File: src/rtl/pipeline_ctrl_if.sv
// Pipeline control bundle: hazard/status inputs toward the sequencer, stage enables,
// flushes and the fetch redirect handshake back out. Pure wiring, no latency.
interface pipeline_ctrl_if #(
  parameter int XLEN  = 32,
  parameter int CNT_W = 32
);
  logic             load_use_hazard;
  logic             mem_req;
  logic             dmem_resp;
  logic             imem_resp;
  logic             ex_muldiv;
  logic             muldiv_done;
  logic             ex_redirect;
  logic [XLEN-1:0]  ex_redirect_pc;
  logic             redirect_ready;

  logic             pc_we;
  logic             if_id_we;
  logic             id_ex_we;
  logic             ex_mem_we;
  logic             mem_wb_we;
  logic             if_id_flush;
  logic             id_ex_flush;
  logic             ex_mem_flush;
  logic             redirect_valid;
  logic [XLEN-1:0]  redirect_pc;
  logic             md_timeout;
  logic [CNT_W-1:0] stall_cycles;

  // Sequencer side
  modport master (
    input  load_use_hazard, mem_req, dmem_resp, imem_resp, ex_muldiv, muldiv_done,
           ex_redirect, ex_redirect_pc, redirect_ready,
    output pc_we, if_id_we, id_ex_we, ex_mem_we, mem_wb_we,
           if_id_flush, id_ex_flush, ex_mem_flush,
           redirect_valid, redirect_pc, md_timeout, stall_cycles
  );

  // Pipeline / fetch side
  modport slave (
    output load_use_hazard, mem_req, dmem_resp, imem_resp, ex_muldiv, muldiv_done,
           ex_redirect, ex_redirect_pc, redirect_ready,
    input  pc_we, if_id_we, id_ex_we, ex_mem_we, mem_wb_we,
           if_id_flush, id_ex_flush, ex_mem_flush,
           redirect_valid, redirect_pc, md_timeout, stall_cycles
  );
endinterface

File: src/rtl/pipeline_ctrl.sv
// Stall/flush sequencer for the 5-stage pipe: enables and flushes are combinational (same cycle);
// a redirect not accepted by fetch is held in a one-entry buffer until redirect_ready.
module pipeline_ctrl #(
  parameter int XLEN       = 32,
  parameter int MD_TIMEOUT = 64,
  parameter int CNT_W      = 32
) (
  input logic              clk,
  input logic              rst_n,
  pipeline_ctrl_if.master  bus
);
  localparam int MDC_W = $clog2(MD_TIMEOUT + 1);

  typedef enum logic {MD_IDLE, MD_BUSY} md_state_t;

  md_state_t        md_state, md_state_nxt;
  logic [MDC_W-1:0] md_cnt, md_cnt_nxt;
  logic             md_timeout_q;
  logic             pend, pend_nxt;
  logic [XLEN-1:0]  pend_pc, pend_pc_nxt;
  logic [CNT_W-1:0] stall_q;

  logic             dm_stall, md_stall, redir_take, pend_serve;
  logic             pc_we, if_id_we, id_ex_we, ex_mem_we, mem_wb_we;
  logic             if_id_flush, id_ex_flush, ex_mem_flush;
  logic             redirect_valid;
  logic [XLEN-1:0]  redirect_pc;

  assign dm_stall   = bus.mem_req & ~bus.dmem_resp;
  assign md_stall   = bus.ex_muldiv & ~bus.muldiv_done;
  assign redir_take = bus.ex_redirect & ~dm_stall & ~md_stall & ~pend;
  // Pending redirect is only served when nothing freezes the PC
  assign pend_serve = pend & ~dm_stall & ~md_stall;

  always_comb begin
    pc_we          = 1'b1;
    if_id_we       = 1'b1;
    id_ex_we       = 1'b1;
    ex_mem_we      = 1'b1;
    mem_wb_we      = 1'b1;
    if_id_flush    = 1'b0;
    id_ex_flush    = 1'b0;
    ex_mem_flush   = 1'b0;
    redirect_valid = 1'b0;
    redirect_pc    = '0;
    if (dm_stall) begin
      pc_we     = 1'b0;
      if_id_we  = 1'b0;
      id_ex_we  = 1'b0;
      ex_mem_we = 1'b0;
      mem_wb_we = 1'b0;
    end else if (md_stall) begin
      pc_we        = 1'b0;
      if_id_we     = 1'b0;
      id_ex_we     = 1'b0;
      ex_mem_flush = 1'b1;
    end else if (redir_take) begin
      if_id_flush    = 1'b1;
      id_ex_flush    = 1'b1;
      redirect_valid = 1'b1;
      redirect_pc    = bus.ex_redirect_pc;
      pc_we          = bus.redirect_ready;
    end else if (pend_serve) begin
      if_id_flush    = 1'b1;
      id_ex_flush    = 1'b1;
      redirect_valid = 1'b1;
      redirect_pc    = pend_pc;
      pc_we          = bus.redirect_ready;
    end else if (bus.load_use_hazard) begin
      pc_we       = 1'b0;
      if_id_we    = 1'b0;
      id_ex_flush = 1'b1;
    end else if (!bus.imem_resp) begin
      pc_we       = 1'b0;
      if_id_flush = 1'b1;
    end
    // Outputs are quiet for the whole reset window, not just at the edge
    if (!rst_n) begin
      pc_we          = 1'b0;
      if_id_we       = 1'b0;
      id_ex_we       = 1'b0;
      ex_mem_we      = 1'b0;
      mem_wb_we      = 1'b0;
      if_id_flush    = 1'b0;
      id_ex_flush    = 1'b0;
      ex_mem_flush   = 1'b0;
      redirect_valid = 1'b0;
      redirect_pc    = '0;
    end
  end

  always_comb begin
    pend_nxt    = pend;
    pend_pc_nxt = pend_pc;
    if (redir_take && !bus.redirect_ready) begin
      pend_nxt    = 1'b1;
      pend_pc_nxt = bus.ex_redirect_pc;
    end
    if (pend_serve && bus.redirect_ready) begin
      pend_nxt = 1'b0;
    end
  end

  always_comb begin
    md_state_nxt = md_state;
    md_cnt_nxt   = md_cnt;
    case (md_state)
      MD_IDLE: begin
        if (md_stall && !dm_stall) begin
          md_state_nxt = MD_BUSY;
          md_cnt_nxt   = MDC_W'(1);
        end
      end
      MD_BUSY: begin
        if (!dm_stall) begin
          if (bus.muldiv_done || !bus.ex_muldiv) begin
            md_state_nxt = MD_IDLE;
            md_cnt_nxt   = '0;
          end else if (md_cnt != MDC_W'(MD_TIMEOUT)) begin
            md_cnt_nxt = md_cnt + MDC_W'(1);
          end
        end
      end
      default: begin
        md_state_nxt = MD_IDLE;
        md_cnt_nxt   = '0;
      end
    endcase
  end

  always_ff @(posedge clk or negedge rst_n) begin
    if (!rst_n) begin
      md_state     <= MD_IDLE;
      md_cnt       <= '0;
      md_timeout_q <= 1'b0;
      pend         <= 1'b0;
      pend_pc      <= '0;
      stall_q      <= '0;
    end else begin
      md_state <= md_state_nxt;
      md_cnt   <= md_cnt_nxt;
      pend     <= pend_nxt;
      pend_pc  <= pend_pc_nxt;
      if (md_state == MD_BUSY && md_cnt == MDC_W'(MD_TIMEOUT)) begin
        md_timeout_q <= 1'b1;
      end
      if (!pc_we && stall_q != {CNT_W{1'b1}}) begin
        stall_q <= stall_q + CNT_W'(1);
      end
    end
  end

  assign bus.pc_we          = pc_we;
  assign bus.if_id_we       = if_id_we;
  assign bus.id_ex_we       = id_ex_we;
  assign bus.ex_mem_we      = ex_mem_we;
  assign bus.mem_wb_we      = mem_wb_we;
  assign bus.if_id_flush    = if_id_flush;
  assign bus.id_ex_flush    = id_ex_flush;
  assign bus.ex_mem_flush   = ex_mem_flush;
  assign bus.redirect_valid = redirect_valid;
  assign bus.redirect_pc    = redirect_pc;
  assign bus.md_timeout     = md_timeout_q;
  assign bus.stall_cycles   = stall_q;
endmodule

File: src/flat_wrapper.sv
// flat-port wrapper written by rule: the top's interface ports become plain ports
module pipeline_ctrl_flat 
#(
  parameter int XLEN       = 32,
  parameter int MD_TIMEOUT = 64,
  parameter int CNT_W      = 32
)
  (clk, rst_n, bus_load_use_hazard, bus_mem_req, bus_dmem_resp, bus_imem_resp, bus_ex_muldiv, bus_muldiv_done, bus_ex_redirect, bus_ex_redirect_pc, bus_redirect_ready, bus_pc_we, bus_if_id_we, bus_id_ex_we, bus_ex_mem_we, bus_mem_wb_we, bus_if_id_flush, bus_id_ex_flush, bus_ex_mem_flush, bus_redirect_valid, bus_redirect_pc, bus_md_timeout, bus_stall_cycles);
  pipeline_ctrl_if #(.XLEN(XLEN), .CNT_W(CNT_W)) bus_i ();
  input logic clk;
  input logic rst_n;
  input wire logic [$bits(bus_i.load_use_hazard)-1:0] bus_load_use_hazard;
  input wire logic [$bits(bus_i.mem_req)-1:0] bus_mem_req;
  input wire logic [$bits(bus_i.dmem_resp)-1:0] bus_dmem_resp;
  input wire logic [$bits(bus_i.imem_resp)-1:0] bus_imem_resp;
  input wire logic [$bits(bus_i.ex_muldiv)-1:0] bus_ex_muldiv;
  input wire logic [$bits(bus_i.muldiv_done)-1:0] bus_muldiv_done;
  input wire logic [$bits(bus_i.ex_redirect)-1:0] bus_ex_redirect;
  input wire logic [$bits(bus_i.ex_redirect_pc)-1:0] bus_ex_redirect_pc;
  input wire logic [$bits(bus_i.redirect_ready)-1:0] bus_redirect_ready;
  output wire logic [$bits(bus_i.pc_we)-1:0] bus_pc_we;
  output wire logic [$bits(bus_i.if_id_we)-1:0] bus_if_id_we;
  output wire logic [$bits(bus_i.id_ex_we)-1:0] bus_id_ex_we;
  output wire logic [$bits(bus_i.ex_mem_we)-1:0] bus_ex_mem_we;
  output wire logic [$bits(bus_i.mem_wb_we)-1:0] bus_mem_wb_we;
  output wire logic [$bits(bus_i.if_id_flush)-1:0] bus_if_id_flush;
  output wire logic [$bits(bus_i.id_ex_flush)-1:0] bus_id_ex_flush;
  output wire logic [$bits(bus_i.ex_mem_flush)-1:0] bus_ex_mem_flush;
  output wire logic [$bits(bus_i.redirect_valid)-1:0] bus_redirect_valid;
  output wire logic [$bits(bus_i.redirect_pc)-1:0] bus_redirect_pc;
  output wire logic [$bits(bus_i.md_timeout)-1:0] bus_md_timeout;
  output wire logic [$bits(bus_i.stall_cycles)-1:0] bus_stall_cycles;
  assign bus_i.load_use_hazard = bus_load_use_hazard;
  assign bus_i.mem_req = bus_mem_req;
  assign bus_i.dmem_resp = bus_dmem_resp;
  assign bus_i.imem_resp = bus_imem_resp;
  assign bus_i.ex_muldiv = bus_ex_muldiv;
  assign bus_i.muldiv_done = bus_muldiv_done;
  assign bus_i.ex_redirect = bus_ex_redirect;
  assign bus_i.ex_redirect_pc = bus_ex_redirect_pc;
  assign bus_i.redirect_ready = bus_redirect_ready;
  assign bus_pc_we = bus_i.pc_we;
  assign bus_if_id_we = bus_i.if_id_we;
  assign bus_id_ex_we = bus_i.id_ex_we;
  assign bus_ex_mem_we = bus_i.ex_mem_we;
  assign bus_mem_wb_we = bus_i.mem_wb_we;
  assign bus_if_id_flush = bus_i.if_id_flush;
  assign bus_id_ex_flush = bus_i.id_ex_flush;
  assign bus_ex_mem_flush = bus_i.ex_mem_flush;
  assign bus_redirect_valid = bus_i.redirect_valid;
  assign bus_redirect_pc = bus_i.redirect_pc;
  assign bus_md_timeout = bus_i.md_timeout;
  assign bus_stall_cycles = bus_i.stall_cycles;
  pipeline_ctrl #(.XLEN(XLEN), .MD_TIMEOUT(MD_TIMEOUT), .CNT_W(CNT_W)) u_core (.clk(clk), .rst_n(rst_n), .bus(bus_i));
endmodule
File: config.mk
export PLATFORM = sky130hd
export DESIGN_NAME = pipeline_ctrl_flat
export DESIGN_NICKNAME = d
export VERILOG_FILES = /design/src/rtl/pipeline_ctrl_if.sv /design/src/rtl/pipeline_ctrl.sv /design/src/flat_wrapper.sv
export SDC_FILE = /design/constraint.sdc
export NUM_CORES = 1
export LEC_CHECK = 0
export BUFFER_PORTS_ARGS = -buffer_cell sky130_fd_sc_hd__buf_2
export CORE_MARGIN = 2
export CORE_UTILIZATION = 45
export DETAILED_ROUTE_END_ITERATION = 12
export PLACE_DENSITY = 0.78
export RECOVER_POWER = 100
export SKIP_LAST_GASP = 1
export SLEW_MARGIN = 20
export SYNTH_ARGS = -nofsm -noshare
export SYNTH_HDL_FRONTEND = slang
export SYNTH_SLANG_ARGS = --single-unit
File: constraint.sdc
create_clock -name clk -period 3 [get_ports clk]
set_input_delay 0.3 -clock clk [delete_from_list [all_inputs] [get_ports clk]]
set_output_delay 0.3 -clock clk [all_outputs]
set_load 0.05 [all_outputs]
# Yosys cells after proc, flatten, opt, wreduce, memory -nomap -nowiden
# Cells that the tools add are included.
dict set report word_totals {
  regBits 74
}
dict set report classes {
  n_addsub 2
  n_eq_ne 6
  n_mux 55
  bitwise 13
  reduce_logical 12
}
# operator count
set op_table {}
lappend op_table {{$mux W32} 5}
lappend op_table {{$mux W1} 44}
lappend op_table {{$add A32 B1 Y32 const B} 1}
lappend op_table {{$ne A32 B32 Y1 const B} 1}
lappend op_table {{$mux W7} 4}
lappend op_table {{$pmux W7 S2} 1}
lappend op_table {{$add A7 B1 Y7 const B} 1}
lappend op_table {{$and A1 B1 Y1} 7}
lappend op_table {{$eq A7 B7 Y1 const B} 1}
lappend op_table {{$ne A7 B7 Y1 const B} 1}
lappend op_table {{$not A1 Y1} 6}
lappend op_table {{$logic_and A1 B1 Y1} 5}
lappend op_table {{$logic_not A1 Y1} 4}
lappend op_table {{$ne A3 B3 Y1 const B} 1}
lappend op_table {{$reduce_and A3 Y1} 1}
lappend op_table {{$ne A2 B1 Y1 const B} 1}
lappend op_table {{$ne A2 B2 Y1 const B} 1}
lappend op_table {{$pmux W1 S2} 1}
lappend op_table {{$reduce_bool A2 Y1} 1}
lappend op_table {{$logic_or A1 B1 Y1} 1}

# Logic depth before layout (Yosys ltp)
dict set report logic_depth {
  depth_word 12
  mapped_depth 7
  depth_no_buf 7
}

# Least setup slack after synthesis
# OpenSTA, ideal clock, no wires.
dict set report synth_timing {
  path_type {reg2reg}
  start {register u_core.stall_q[0], in the netlist u_core.bus.stall_cycles[0]}
  end {register u_core.stall_q[1], in the netlist u_core.bus.stall_cycles[1]}
  setup_ns 0.128
  t_arrival_ns 2.390
  t_required_ns 2.872
  setup_slack_ns 0.483
  path_stages_with_launch 7
  n_path_buf 1
  synth_period_minus_slack_ns 2.517
  cell_sequence {dfrtp_1 > ha_1 > nand2_1 > or4_4 > o31ai_4 > buf_6 > mux2_1}
}
dict set report synth_via {
  elab_chain_len 2
}
# element line_no
set synth_rtl {}
lappend synth_rtl {{from (decl)} pipeline_ctrl.sv:21} ;# logic [CNT_W-1:0] stall_q;
lappend synth_rtl {{from (signal assigned)} pipeline_ctrl.sv:148} ;# stall_q <= stall_q + CNT_W'(1);
lappend synth_rtl {{parallel branches: the longest is 2 deep, another holds $add A32 B1 Y32} -}
# Several ways; the timed one is not identified.
# A chain may end at the register's enable or synchronous reset.

# Final worst setup path
dict set report layout_timing {
  start {input port rst_n}
  end {output port bus_if_id_flush}
}
dict set report layout_via {
  elab_chain_len 1
}
# element line_no
set layout_rtl {}
lappend layout_rtl {{from (decl)} flat_wrapper.sv:11} ;# input logic rst_n;
lappend layout_rtl {{$mux W1} pipeline_ctrl.sv:78} ;# if (!rst_n) begin
lappend layout_rtl {{to (decl)} flat_wrapper.sv:26} ;# output wire logic [$bits(bus_i.if_id_flush)-1:0] bus_if_id_flush;
# Every way passes these cells.

==> impl_metrics.toml <==
[floorplanning]
initial_core_util = 0.465
die_area_um2 = 9290
fp.dieW_um = 96.4
rows = 33
fp.coreArea_um2 = 8260
io_pins = 116
dieHeight_um = 96.4

[clock_network]
cts_tree = "yes"
root_buffer = "clkbuf_8"
cts_buffers = 9
post_cts_buffers = 0
cts_sinks = 74
cts_resized = 0
clk_pin_slew_ps = 80
cts_max_level = 3
clk-insertion-delay-late_ps = 340
clk_path_buf_depth = 2

[logic_synthesis]
synth_nets = 425
yosysSeqAreaShare = 0.482
synthArstFlopShare = 1.00
synth-edff-count = 0
ys_warn_count = 0
synthCells = 380
syn_avg_cell_area_um2 = 10.1
syn_area_um2 = 3840
synth_cell_types = 41
synth_seq_cells = 74
synth_ff_type = "dfrtp_1"

[routing]
vias = 3358
drc_errors = 0
wl_per_cell_um = 15.3
drt_iter0_markers = 217
dr.pass1.iters = 5
avgViaCountPerCell = 5.58
detail-route-antenna-nets = 0
wl_um = 9220

[finish]
syn_to_final_growth_pct = 22.0
fin_nets = 537
final_core_util = 0.567
drive_above_1_share = 0.262
postLayoutCellArea_um2 = 4680
diodes = 0

[grt]
grt_pass1_vias = 3139
antenna_found_initial = 0
grt_first_pass_wirelength_um = 14700
track_usage = 0.202
gr-total-overflow = 0
grt_max_degree = 47

[setup_path]
crit_chain = "dlygate4sd3_1 -> buf_4 -> nand2_1 -> buf_4 -> a21oi_1 -> and2_1 -> clkbuf_2"
critPathLaunchType = "primary input"
crit_required_ps = 2700
worst_path_most_repeated_cell = "buf_4"
path_class = "primary input to output pin"
end_kind = "output pin"
max_stage_delay_ps = 520
cp_slowest_cell = "dlygate4sd3_1"
cp.arrival_ps = 2430
crit_fanout = 33

[sta]
hold_viol = 0
worst_pin_slew_ps = 1720
setup_viol = 0
finalCriticalPeriod_ps = 2730
max_clock_freq_ghz = 0.367
drv_slew = 33
skew_ps = 6.35
period_share = 0.908
tns_ps = 0
slew_headroom = -0.144
hold_slack_ps = 161
grt_setup_unrepaired = "no"

[power]
vdd_ir_drop_max_uv = 395
p_leak_nw = 2.18
powerDensity_nw_per_um2 = 681

[placement]
dp_hpwl_um = 6670
placed_area_um2 = 4500
gp_congestion = 0.769
io_buffers = 115

[status]
status = "complete, but fails checks"
violations = "max-capacitance violations, max-slew violations"

[worst_hold_path]
hp-class = "primary input to register"

[job]
cap_violations = 1
-- placed cells by master, fill, tap and decap left out, types with 3 or more instances in the layout --
| cell | instances |
|---|---|
| nand2_1 | 22 |
| nor3_1 | 11 |
| nand4_1 | 10 |
| clkbuf_2 | 30 |
| nand3_1 | 13 |
| nor2_1 | 56 |
| nand2b_1 | 5 |
| a21oi_1 | 4 |
| xnor2_1 | 5 |
| clkbuf_8 | 9 |
| mux2_2 | 33 |
| buf_4 | 5 |
| a22oi_1 | 32 |
| bufinv_16 | 4 |
| inv_1 | 10 |
| clkbuf_1 | 44 |
| ha_1 | 3 |
| o21ai_0 | 12 |
| nor4_1 | 12 |
| buf_2 | 41 |
| xor2_1 | 26 |
| and3_1 | 8 |
| dfrtp_1 | 74 |
-- stage by stage --
stage | power, W | worst slack, ps | std cells
after global routing | 0.00335 | 50.1 | 602
after CTS | 0.00323 | 238 | 602
after global placement | 0.00218 | 651 | 585
final | 0.00319 | 275 | 602
after floorplan | 0.00198 | 483 | 380
after detailed placement | 0.00222 | 599 | 585
-- cell families (layout without fill, tap and decap cells) --
group                      count (synthesis)  after routing  synth area share
DFF                                       74             74             0.482
and+or+nand+nor                          153            153             0.196
AOI/OAI and AO/OA                         54             54             0.104
buffers and inverters                     30            147            0.0342
adders and majority gates                  3              3           0.00978
xor gates and xnor gates                  31             31            0.0707
muxes                                     35             35             0.103
-- power by group --
group	internal (W)	total, W	leakage (nW)	switching (W)
Clock	0.000636	0.00102	0.129	0.000382
Combinational	0.000274	0.000833	1.12	0.000558
Sequential	0.00119	0.00134	0.932	0.000151
Total	0.00210	0.00319	2.18	0.00109
-- cell usage after synthesis, types with 2 or more instances --
library cell	n	share of area
nor4_1	12	0.020
nand4_1	10	0.016
nor2b_1	2	0.0033
dfrtp_1	74	0.48
xnor2_1	5	0.011
o21ai_0	12	0.016
nand2b_1	5	0.0081
a22oi_1	32	0.063
nand3_1	13	0.017
ha_1	3	0.0098
nor2_1	57	0.056
nor3_1	11	0.014
and2_1	2	0.0033
buf_2	5	0.0065
inv_1	10	0.0098
xor2_1	26	0.059
nand2_1	22	0.022
and3_1	8	0.013
nand3_2	2	0.0052
a21oi_1	4	0.0052
mux2_2	34	0.10
clkbuf_1	11	0.011
or3_1	2	0.0033
-- critical path, delay by kind of cell --
family,cells,cell delay [ps]
compound gates,1,170
buf+inv,4,1480
simple gates,2,460
-- per-layer routing --
metal / routed length (um) / global-route usage / vias to the layer above
met5: 0 / 0 / -
met4: 95 / 0.0575 / 0
met3: 768 / 0.0403 / 12
met2: 4430 / 0.339 / 144
met1: 3920 / 0.266 / 1637
li1: - / - / 1565
-- cell type report --
type                       instances  area (um^2)
sequential                        74         1850
tap                              105          131
inverter                          10         37.5
clock buffer                       9          124
timing repair buffer             121          568
clock inverter                     7          141
multi-input combinational        276         1830
fill                             759         3570
-- path summary, 6_finish.rpt --
check | startpoint | end | slack [ps] | depth (start not counted)
max | rst_n | bus_if_id_flush | 270 | 7
min | bus_redirect_ready | u_core.pend | 160 | 2
max reg2reg | u_core.bus.stall_cycles[0] | u_core.bus.stall_cycles[1] | 340 | 5
min reg2reg | u_core.bus.md_timeout | u_core.bus.md_timeout | 470 | 1
max in group asynchronous | rst_n | u_core.bus.stall_cycles[29] | 1670 | 3
min in group asynchronous | rst_n | u_core.pend_pc[6] | 430 | 2
-- registers in the layout, indices dropped and copies added, names as in the netlist, named ones only --
name / cells
u_core.md_cnt: 7
u_core.pend: 1
u_core.bus.md_timeout: 1
u_core.pend_pc: 32
u_core.bus.stall_cycles: 32
-- what timing repair did --
item,in CTS,in global routing
hold buffers,1,0
endpoints found under the setup margin,0,0
hold endpoints to repair,30,0
(Power assumes the default switching activity.)
